[src/rtl/led_scan_driver_pkg.sv]
// Shared definitions for the LED matrix scan driver.
//   scan_state_t  : scan FSM state encoding (IDLE, FETCH, SHOW)
//   PWM_STEPS     : PWM slots per displayed row
//   FETCH_CYCLES  : cycles spent reading one row from the frame RAM
//   GAMMA_LUT     : 16 x 4-bit brightness curve, entry i in bits [4i+3:4i]
//   onehot()      : 3-bit binary index to 8-bit one-hot (inverse of the
//                   one-hot to binary conversion on the light-pen write path)
//   gamma_lvl()   : GAMMA_LUT lookup
package led_scan_driver_pkg;

  typedef enum logic [1:0] {
    IDLE  = 2'd0,
    FETCH = 2'd1,
    SHOW  = 2'd2
  } scan_state_t;

  localparam int unsigned PWM_STEPS    = 16;
  localparam int unsigned FETCH_CYCLES = 9;

  // Index 15 in the top nibble down to index 0 in the bottom nibble:
  // {0,0,0,1,1,2,2,3,4,5,6,7,9,10,12,15}
  localparam logic [63:0] GAMMA_LUT = {
    4'd15, 4'd12, 4'd10, 4'd9, 4'd7, 4'd6, 4'd5, 4'd4,
    4'd3,  4'd2,  4'd2,  4'd1, 4'd1, 4'd0, 4'd0, 4'd0
  };

  function automatic logic [7:0] onehot(input logic [2:0] bin);
    onehot = 8'd1 << bin;
  endfunction

  function automatic logic [3:0] gamma_lvl(input logic [3:0] x);
    gamma_lvl = GAMMA_LUT[{x, 2'b00} +: 4];
  endfunction

endpackage

[src/rtl/led_scan_driver_if.sv]
// Read port between the scan driver and the LED frame RAM.
//   rd_row   : one-hot row read address
//   rd_col   : one-hot column read address
//   rd_en    : read address valid
//   led_data : 4-bit pixel, valid one cycle after the address
// master = scan driver side, slave = RAM side.
interface led_scan_driver_if;
  logic [7:0] rd_row;
  logic [7:0] rd_col;
  logic       rd_en;
  logic [3:0] led_data;

  modport master (output rd_row, output rd_col, output rd_en, input led_data);
  modport slave  (input rd_row, input rd_col, input rd_en, output led_data);
endinterface

[src/rtl/led_pwm_line.sv]
// Shadow line buffer plus PWM column generator for one matrix row.
//   clk, rst_n : clock, asynchronous active-low reset
//   clr        : clear line buffer and PWM counter at the next edge
//   cap_en     : write cap_data into line[cap_idx] at the next edge
//   pwm_adv    : advance pwm_cnt at the next edge (slot boundary)
//   show_nxt   : row will be displayed in the next cycle
//   pwm_cnt    : current PWM slot, 0..15
//   col_drv    : registered column drive, active-high
// Build option: LED_SCAN_GAMMA_EN selects the gamma curve instead of the
// linear pixel-to-level mapping.
module led_pwm_line
  import led_scan_driver_pkg::*;
(
  input  logic       clk,
  input  logic       rst_n,
  input  logic       clr,
  input  logic       cap_en,
  input  logic [2:0] cap_idx,
  input  logic [3:0] cap_data,
  input  logic       pwm_adv,
  input  logic       show_nxt,
  output logic [3:0] pwm_cnt,
  output logic [7:0] col_drv
);

  logic [3:0] line_q [8];
  logic [3:0] line_d [8];
  logic [3:0] pwm_d;
  logic [7:0] col_d;

  function automatic logic [3:0] lvl(input logic [3:0] x);
`ifdef LED_SCAN_GAMMA_EN
    lvl = gamma_lvl(x);
`else
    lvl = x;
`endif
  endfunction

  // col_drv is registered from the next-cycle line/pwm values so that the
  // last pixel captured on the final fetch edge is already visible in the
  // first SHOW cycle.
  always_comb begin
    line_d = line_q;
    pwm_d  = pwm_cnt;
    if (clr) begin
      for (int unsigned i = 0; i < 8; i++) line_d[i] = '0;
      pwm_d = '0;
    end else begin
      if (cap_en)  line_d[cap_idx] = cap_data;
      if (pwm_adv) pwm_d = pwm_cnt + 4'd1;
    end
    col_d = '0;
    if (show_nxt) begin
      for (int unsigned c = 0; c < 8; c++) col_d[c] = (pwm_d < lvl(line_d[c]));
    end
  end

  always_ff @(posedge clk or negedge rst_n) begin
    if (!rst_n) begin
      for (int unsigned i = 0; i < 8; i++) line_q[i] <= '0;
      pwm_cnt <= '0;
      col_drv <= '0;
    end else begin
      for (int unsigned i = 0; i < 8; i++) line_q[i] <= line_d[i];
      pwm_cnt <= pwm_d;
      col_drv <= col_d;
    end
  end

endmodule

[src/rtl/led_scan_driver.sv]
// LED matrix scan driver: reads one 8-pixel row from the frame RAM, then
// shows it with 16-step PWM, row by row.
//   clk, rst_n  : clock, asynchronous active-low reset
//   enable      : run the scan; low returns to IDLE and clears state
//   ram         : frame RAM read port (rd_row, rd_col, rd_en, led_data)
//   row_drv     : registered one-hot row enable
//   col_drv     : registered column PWM drive
//   scan_row    : row currently fetched or shown
//   frame_start : pulse in the first fetch cycle of row 0
// Parameters: SLOT_CYCLES (clocks per PWM slot), START_ROW (first row).
// Build option: LED_SCAN_GAMMA_EN (gamma brightness curve, see led_pwm_line).
module led_scan_driver
  import led_scan_driver_pkg::*;
#(
  parameter int unsigned SLOT_CYCLES = 4,
  parameter int unsigned START_ROW   = 0
) (
  input  logic                      clk,
  input  logic                      rst_n,
  input  logic                      enable,
  led_scan_driver_if.master         ram,
  output logic [7:0]                row_drv,
  output logic [7:0]                col_drv,
  output logic [2:0]                scan_row,
  output logic                      frame_start
);

  localparam int unsigned       SLOT_W     = (SLOT_CYCLES > 1) ? $clog2(SLOT_CYCLES) : 1;
  localparam logic [SLOT_W-1:0] SLOT_LAST  = SLOT_W'(SLOT_CYCLES - 1);
  localparam logic [3:0]        FETCH_LAST = 4'(FETCH_CYCLES - 1);
  localparam logic [3:0]        PWM_LAST   = 4'(PWM_STEPS - 1);
  localparam logic [2:0]        ROW_INIT   = 3'(START_ROW);

  scan_state_t       state_q, state_d;
  logic [3:0]        fetch_cnt_q, fetch_cnt_d;
  logic [SLOT_W-1:0] slot_cnt_q, slot_cnt_d;
  logic [2:0]        scan_row_d;
  logic [7:0]        row_drv_d;
  logic [3:0]        pwm_cnt;
  logic              clr, cap_en, pwm_adv, show_nxt;
  logic [7:0]        rd_row, rd_col;
  logic              rd_en;

  assign ram.rd_row = rd_row;
  assign ram.rd_col = rd_col;
  assign ram.rd_en  = rd_en;

  always_comb begin
    // Read address and frame marker are decoded from the registered state.
    rd_en       = 1'b0;
    rd_row      = '0;
    rd_col      = '0;
    frame_start = 1'b0;
    if (state_q == FETCH && fetch_cnt_q != FETCH_LAST) begin
      rd_en  = 1'b1;
      rd_row = onehot(scan_row);
      rd_col = onehot(fetch_cnt_q[2:0]);
    end
    if (state_q == FETCH && fetch_cnt_q == '0 && scan_row == '0) frame_start = 1'b1;

    state_d     = state_q;
    fetch_cnt_d = '0;
    slot_cnt_d  = '0;
    scan_row_d  = scan_row;
    clr         = 1'b0;
    cap_en      = 1'b0;
    pwm_adv     = 1'b0;
    if (!enable) begin
      state_d    = IDLE;
      scan_row_d = ROW_INIT;
      clr        = 1'b1;
    end else begin
      unique case (state_q)
        IDLE: state_d = FETCH;
        FETCH: begin
          // Data for column k-1 arrives while the counter reads k.
          cap_en = (fetch_cnt_q != '0);
          if (fetch_cnt_q == FETCH_LAST) state_d = SHOW;
          else fetch_cnt_d = fetch_cnt_q + 4'd1;
        end
        SHOW: begin
          if (slot_cnt_q == SLOT_LAST) begin
            pwm_adv = 1'b1;
            if (pwm_cnt == PWM_LAST) begin
              state_d    = FETCH;
              scan_row_d = scan_row + 3'd1;
            end
          end else begin
            slot_cnt_d = slot_cnt_q + 1'b1;
          end
        end
        default: state_d = IDLE;
      endcase
    end

    show_nxt  = (state_d == SHOW);
    row_drv_d = show_nxt ? onehot(scan_row_d) : '0;
  end

  always_ff @(posedge clk or negedge rst_n) begin
    if (!rst_n) begin
      state_q     <= IDLE;
      fetch_cnt_q <= '0;
      slot_cnt_q  <= '0;
      scan_row    <= ROW_INIT;
      row_drv     <= '0;
    end else begin
      state_q     <= state_d;
      fetch_cnt_q <= fetch_cnt_d;
      slot_cnt_q  <= slot_cnt_d;
      scan_row    <= scan_row_d;
      row_drv     <= row_drv_d;
    end
  end

  led_pwm_line u_line (
    .clk      (clk),
    .rst_n    (rst_n),
    .clr      (clr),
    .cap_en   (cap_en),
    .cap_idx  (3'(fetch_cnt_q - 4'd1)),
    .cap_data (ram.led_data),
    .pwm_adv  (pwm_adv),
    .show_nxt (show_nxt),
    .pwm_cnt  (pwm_cnt),
    .col_drv  (col_drv)
  );

endmodule

[src/flat_wrapper.sv]
// flat-port wrapper written by rule: the top's interface ports become plain ports
module led_scan_driver_flat import led_scan_driver_pkg::*;
#(
  parameter int unsigned SLOT_CYCLES = 4,
  parameter int unsigned START_ROW   = 0
)
  (clk, rst_n, enable, row_drv, col_drv, scan_row, frame_start, ram_rd_row, ram_rd_col, ram_rd_en, ram_led_data);
  led_scan_driver_if ram_i ();
  input  logic clk;
  input  logic rst_n;
  input  logic enable;
  output logic [7:0] row_drv;
  output logic [7:0] col_drv;
  output logic [2:0] scan_row;
  output logic frame_start;
  output wire logic [$bits(ram_i.rd_row)-1:0] ram_rd_row;
  output wire logic [$bits(ram_i.rd_col)-1:0] ram_rd_col;
  output wire logic [$bits(ram_i.rd_en)-1:0] ram_rd_en;
  input wire logic [$bits(ram_i.led_data)-1:0] ram_led_data;
  assign ram_rd_row = ram_i.rd_row;
  assign ram_rd_col = ram_i.rd_col;
  assign ram_rd_en = ram_i.rd_en;
  assign ram_i.led_data = ram_led_data;
  led_scan_driver #(.SLOT_CYCLES(SLOT_CYCLES), .START_ROW(START_ROW)) u_core (.clk(clk), .rst_n(rst_n), .enable(enable), .ram(ram_i), .row_drv(row_drv), .col_drv(col_drv), .scan_row(scan_row), .frame_start(frame_start));
endmodule
[config.mk]
export PLATFORM = sky130hd
export DESIGN_NAME = led_scan_driver_flat
export DESIGN_NICKNAME = d
export VERILOG_FILES = /design/src/rtl/led_scan_driver_pkg.sv /design/src/rtl/led_scan_driver_if.sv /design/src/rtl/led_pwm_line.sv /design/src/rtl/led_scan_driver.sv /design/src/flat_wrapper.sv
export SDC_FILE = /design/constraint.sdc
export NUM_CORES = 1
export LEC_CHECK = 0
export BUFFER_PORTS_ARGS = -buffer_cell sky130_fd_sc_hd__buf_2
export CAP_MARGIN = 30
export CORE_AREA = 10 10 129 119
export CTS_CLUSTER_DIAMETER = 200
export DETAILED_ROUTE_END_ITERATION = 12
export DIE_AREA = 0 0 139 129
export PLACE_DENSITY = 0.54
export SLEW_MARGIN = 25
export SYNTH_ARGS = -nofsm -noshare
export SYNTH_HDL_FRONTEND = slang
export SYNTH_SLANG_ARGS = --single-unit
[constraint.sdc]
create_clock -name clk -period 3.7 [get_ports clk]
set_input_delay 0.74 -clock clk [delete_from_list [all_inputs] [get_ports clk]]
set_output_delay 0.74 -clock clk [all_outputs]
set_load 0.005 [all_outputs]
Word-level counts from Yosys, hierarchy flattened
Index checks and enable logic that the tools add are counted.
{"block": "classes", "n_addsub": 5, "n_lt_le_gt_ge": 10, "n_eq_ne": 7, "n_shift": 3, "muxes": 33, "bitwise": 1, "reduce_logical": 8}
{"cell": "2-to-1 mux 32 bit", "count": 2}
{"cell": "bitwise mux 32 bit", "count": 1}
{"cell": "less-than comparator 4 bit", "count": 8}
{"cell": "2-to-1 mux 8 bit", "count": 4}
{"cell": "2-to-1 mux 4 bit", "count": 6}
{"cell": "<< shifter 1 x 3 -> 8 bit, first input constant", "count": 3}
{"cell": "2-to-1 mux 2 bit", "count": 7}
{"cell": "demux 4 bit (select 3 bit)", "count": 1}
{"cell": "2-to-1 mux 3 bit", "count": 4}
{"cell": "adder 4 x 1 -> 4 bit, second input constant", "count": 2}
{"cell": "equality test 4 bit, second input constant", "count": 2}
{"cell": "2-to-1 mux 1 bit", "count": 7}
{"cell": "equality test 2 bit, second input constant", "count": 3}
{"cell": "case mux 2 bit (3 select lines)", "count": 1}
{"cell": ">= comparator 4 bit, second input constant", "count": 1}
{"cell": "logical AND 1 bit", "count": 4}
{"cell": "zero test 4 bit", "count": 1}
{"cell": "less-than comparator 4 x 1 -> 1 bit, second input constant", "count": 1}
{"cell": "inequality test 4 bit, second input constant", "count": 1}
{"cell": "NOT 3 -> 4 bit", "count": 1}
{"cell": "nonzero test 4 bit", "count": 1}
{"cell": "adder 3 x 1 -> 3 bit, second input constant", "count": 1}
{"cell": "zero test 3 bit", "count": 1}
{"cell": "subtractor 3 x 1 -> 3 bit, second input constant", "count": 1}
{"cell": "3 further kinds", "count": 3}
{"block": "totals", "reg_bits": 63, "in_bits": 7, "output_inout_bits": 37, "elab_cells": 82}

Longest topological paths before layout
{"block": "depth", "depth_word": 11, "depth_mapped": 11, "mapped_depth_nobuf": 11}

Modules after synthesis
A second synthesis with hierarchy kept.
{"block": "hier_totals", "hier_cells": 370, "hier_area_um2": 3729.8}
{"module": "led_pwm_line", "instances": 1, "cells_per_inst": 253, "area_each_um2": 2582.5, "seq_area_each_um2": 1101.1}
{"module": "led_scan_driver", "instances": 1, "cells_per_inst": 117, "area_each_um2": 1147.4, "seq_area_each_um2": 475.5}

Worst setup path after synthesis
No wires, ideal clock.
{"block": "synth_timing", "kind": "register to register", "startpoint": "reg u_core.fetch_cnt_q[0]", "endpoint": "reg u_core.u_line.col_drv[0]", "setup_time_ns": 0.078, "arrival_ns": 2.632, "required_ns": 3.622, "slack_ns": 0.990, "stages_incl_launch_ff": 12, "path_buffers": 1, "synth_period_minus_slack_ns": 2.710, "path_cell_list": "dfrtp_1 -> inv_1 -> ha_1 -> buf_2 -> nand4_1 -> mux2i_1 -> nand2b_1 -> ha_1 -> a21o_1 -> a21oi_1 -> o211ai_1 -> a21oi_1"}
{"block": "synth_between", "elab_chain_len": 11, "word_cells_on_any_way": 20, "classes_between": "1 x add/sub; 3 x order compare; 2 x eq/ne; 11 x mux; 1 x bitwise; 2 x reduce/logical"}
{"element": "start: declaration", "line_no": "led_scan_driver.sv:35", "rtl": "logic [3:0] fetch_cnt_q, fetch_cnt_d;"}
{"element": "start signal: assignment", "line_no": "led_scan_driver.sv:109", "rtl": "fetch_cnt_q <= fetch_cnt_d;"}
{"element": "subtractor 3 x 1 -> 3 bit", "line_no": "led_scan_driver.sv:121", "rtl": ".cap_idx (3'(fetch_cnt_q - 4'd1)),"}
{"element": "NOT 3 -> 4 bit (not written as such)", "line_no": "led_pwm_line.sv:49", "rtl": "if (cap_en) line_d[cap_idx] = cap_data;"}
{"element": ">= comparator 4 bit (not written as such) or less-than comparator 4 x 1 -> 1 bit (tied branches)", "line_no": "led_pwm_line.sv:49"}
{"element": "logical AND 1 bit (not written as such)", "line_no": "led_pwm_line.sv:49"}
{"element": "2-to-1 mux 4 bit (not written as such)", "line_no": "led_pwm_line.sv:49"}
{"element": "demux 4 bit (select 3 bit)", "line_no": "led_pwm_line.sv:49"}
{"element": "bitwise mux 32 bit", "line_no": "led_pwm_line.sv:49"}
{"element": "2-to-1 mux 32 bit", "line_no": "led_pwm_line.sv:49"}
{"element": "2-to-1 mux 32 bit", "line_no": "led_pwm_line.sv:45", "rtl": "if (clr) begin"}
{"element": "less-than comparator 4 bit", "line_no": "led_pwm_line.sv:54", "rtl": "for (int unsigned c = 0; c < 8; c++) col_d[c] = (pwm_d < lvl(line_d[c]));"}
{"element": "2-to-1 mux 8 bit (*)", "line_no": "led_pwm_line.sv:53", "rtl": "if (show_nxt) begin"}
{"element": "net u_core.u_line.col_d[0]", "line_no": "led_pwm_line.sv:29", "rtl": "logic [7:0] col_d;"}
{"element": "end signal: assignment", "line_no": "led_pwm_line.sv:66", "rtl": "col_drv <= col_d;"}
{"element": "end: declaration", "line_no": "led_pwm_line.sv:23", "rtl": "output logic [7:0] col_drv"}
Mark *: on every way through the listed nets, which the timed path passes. The rest lies on a longest branch.

Final worst setup path
{"block": "layout_timing", "startpoint": "reg u_core.fetch_cnt_q[0]", "endpoint": "reg u_core.u_line.col_drv[1]"}
Same word-level chain as after synthesis.

==> results.ini <==
[synthesis]
syn_avg_cell_area_um2 = 10.2
yosysSeqAreaShare_pct = 41.1
ys_types = 44
synth.cell_area_um2 = 3840
synth_cells = 375
syn_nets = 421
ys_warn_count = 0
synth_seq_cells = 63

[detailed_routing]
avgRoutedWirePerCell_um = 16.7
drtIter0Drc = 254
via_count = 2940
wirelength_mm = 9.79
dr.pass1.iters = 4
vias_per_cell = 5.02
final_antenna_net_count = 0
drc = 0

[sta]
worstMarginPinSlew_ps = 907
hold_violations = 0
relSlewSlack_pct = 39.4
report.final.setup_viol = 0
max_freq_mhz = 309
rsz0062_at_grt = no
setup-tns-final_ps = 0
period_share_pct = 87.5
skew_ps = 5.42
timing.final.ws_setup_ps = 461
period_needed_ps = 3240
whs_ps = 376
slew_viol_final = 0

[floorplanning]
die-area_um2 = 17900
ioPinCount = 44
dieWidth_um = 139
core_area_um2 = 12600
rows = 39
dieHeight_um = 129
start_util_pct = 30.5

[global_route]
grtUsageTotal_pct = 11.2
grt_pass1_wl_mm = 16.2
grt_pass1_vias = 2969
antenna_found_initial = 0
grt_max_degree = 45
grt_overflow = 0

[pwr]
powerDensity_nw_per_um2 = 349
vdd_drop_max_mv = 0.213
leakagePower_uw = 0.00226

[worst_setup_path]
timing.rr.end = u_core.u_line.col_drv[1]$_DFF_PN0_
path_max_fanout = 14
r2r_start = u_core.fetch_cnt_q[0]$_DFF_PN0_
cp_slowest_cell = ha_1
crit_end = u_core.u_line.col_drv[1]$_DFF_PN0_
critPathBufInv = 1
start_kind = flop
crit_chain = inv_1, ha_1, nand4_1, mux2i_1, nand2b_1, ha_1, a21o_1, a21oi_1, o211ai_1, nor2_1
crit_top_cell = ha_1
r2r_slack_ps = 460
path_delay_family = adder cells
cpPeakStageDelay_ps = 790
end_kind = flop
worstSetupPathType = reg -> reg
cp.arrival_ps = 3500
crit_required_ps = 3960
cp_num_cells = 10
cp-startpoint = u_core.fetch_cnt_q[0]$_DFF_PN0_
reg2regPathDepth = 10

[clocking]
cts_tree = done
clockBufferDepth = 2
cts_resized = 0
cts_setup_buffers = 0
root_buffer = clkbuf_16
clock_latency_ps = 330
cts_made_buffers = 9
ctsHtreeMaxLevel = 3
holdBufCountCts = 0
numClockSinks = 63
clk_pin_slew_ps = 50

[place]
preCtsSetupSlack_ps = 524
io_buffers = 43
gp_congestion = 0.756
dpl.hpwl_mm = 6.67

[status]
status = finished clean

[finish]
area_delta_synth_final_pct = 17.1
layout-drive-gt1-share_pct = 18.2
diodes = 0
nets = 464
utilization_pct = 35.7

[worst_hold_path]
min_path_type = in -> async

[job]
max-cap-violations = 0

## cells in the mapped netlist (all sizes together)
cell     instances  area share, %
dfrtp           63             41
nor2            51            5.0
ha              39             13
nand2b          30            4.9
mux2i           26            6.8
and3            22            3.6
a21oi           20            2.6
clkbuf          14            1.4
nand2           12            1.2
nor4            12            3.5
inv              9           0.88
nand3            9            1.2
a21o             8            1.6
buf              6            1.1
nand4            6            1.1
o211ai           6            1.2
o21ai            5           0.65
a41oi            4           0.91
xor2             4            1.4
nor3b            3           0.88
xnor2            3            1.2
a211oi           2           0.39
and3b            2           0.46
and4             2           0.46
nand3b           2           0.39
nor2b            2           0.33
o22ai            2           0.33
o41a             2           0.65
and4b            1           0.26
nand4b           1           0.23
nand4bb          1           0.29
nor3             1           0.13
nor4bb           1           0.26
o311a            1           0.26
o32ai            1           0.42
or3b             1           0.23
or4              1           0.20
## state kept, by name, summed over array words and instances (netlist names)
| name | cells |
|---|---|
| u_core.row_drv | 8 |
| u_core.u_line.line_q | 32 |
| u_core.slot_cnt_q | 2 |
| u_core.u_line.pwm_cnt | 4 |
| u_core.fetch_cnt_q | 4 |
| u_core.state_q | 2 |
| u_core.scan_row | 3 |
| u_core.u_line.col_drv | 8 |
## where the power goes
part / switching, uW / internal, uW / total [uW]
registers: 4.22 / 693 / 697
logic: 82.6 / 28.5 / 111
clock network: 298 / 463 / 762
total: 385 / 1180 / 1570
## cell families after synthesis
group	after synthesis	synth area share (%)
compound gates	51	8.96
xor+xnor	7	2.57
fa+ha+maj	39	12.7
buf+inv	29	3.36
flops	63	41.1
mux	26	6.78
simple gates	160	24.6
## worst min path at each step
stage	from	endpoint	slack [ps]	cells after the start
after floorplan	u_core.slot_cnt_q[0]$_DFF_PN0_	u_core.slot_cnt_q[0]$_DFF_PN0_	410	1
after global placement	u_core.slot_cnt_q[0]$_DFF_PN0_	u_core.slot_cnt_q[0]$_DFF_PN0_	430	1
after detailed placement	u_core.slot_cnt_q[0]$_DFF_PN0_	u_core.slot_cnt_q[0]$_DFF_PN0_	440	1
after CTS	rst_n	u_core.fetch_cnt_q[3]$_DFF_PN0_	390	1
after global routing	rst_n	u_core.fetch_cnt_q[3]$_DFF_PN0_	410	1
final	rst_n	u_core.fetch_cnt_q[3]$_DFF_PN0_	380	1
## metrics by stage
step	total power (uW)	cell area, um2	instances
floorplan	777	3840	375
global placement	819	4230	571
detailed placement	820	4230	571
CTS	1590	4500	586
global route	1640	4500	586
finish	1570	4500	586
## final cells by class
class | count | area, um2
Clock buffer | 11 | 243
Sequential cell | 63 | 1580
Inverter | 9 | 33.8
Fill cell | 1284 | 8090
Tap cell | 164 | 205
Timing Repair Buffer | 52 | 283
Clock inverter | 4 | 22.5
Multi-Input combinational cell | 283 | 2130
## layer usage
| metal | vias up | track usage [%] | routed length, um |
|---|---|---|---|
| met4 | 0 | 2.94 | 112 |
| met1 | 1440 | 14.6 | 4840 |
| met2 | 66 | 16.9 | 4210 |
| li1 | 1422 | - | - |
| met3 | 12 | 4.19 | 633 |
| met5 | - | 0 | 0 |
## cells in the final DEF (no fill, tap or decap), types with 3 or more instances in the layout
master	Yosys	final
a21o_1	8	8
a21oi_1	20	20
a41oi_1	4	4
and3_1	22	22
buf_2	4	43
buf_4	0	9
clkbuf_16	0	9
clkinv_2	0	3
dfrtp_1	63	63
ha_1	39	39
inv_1	9	9
mux2i_1	26	26
nand2_1	12	12
nand2b_1	30	30
nand3_1	9	9
nand4_1	5	5
nor2_1	51	51
nor4_1	8	8
nor4_4	4	4
o211ai_1	6	6
o21ai_0	3	3
xor2_1	3	3
Power figures use the tool's default switching activity.
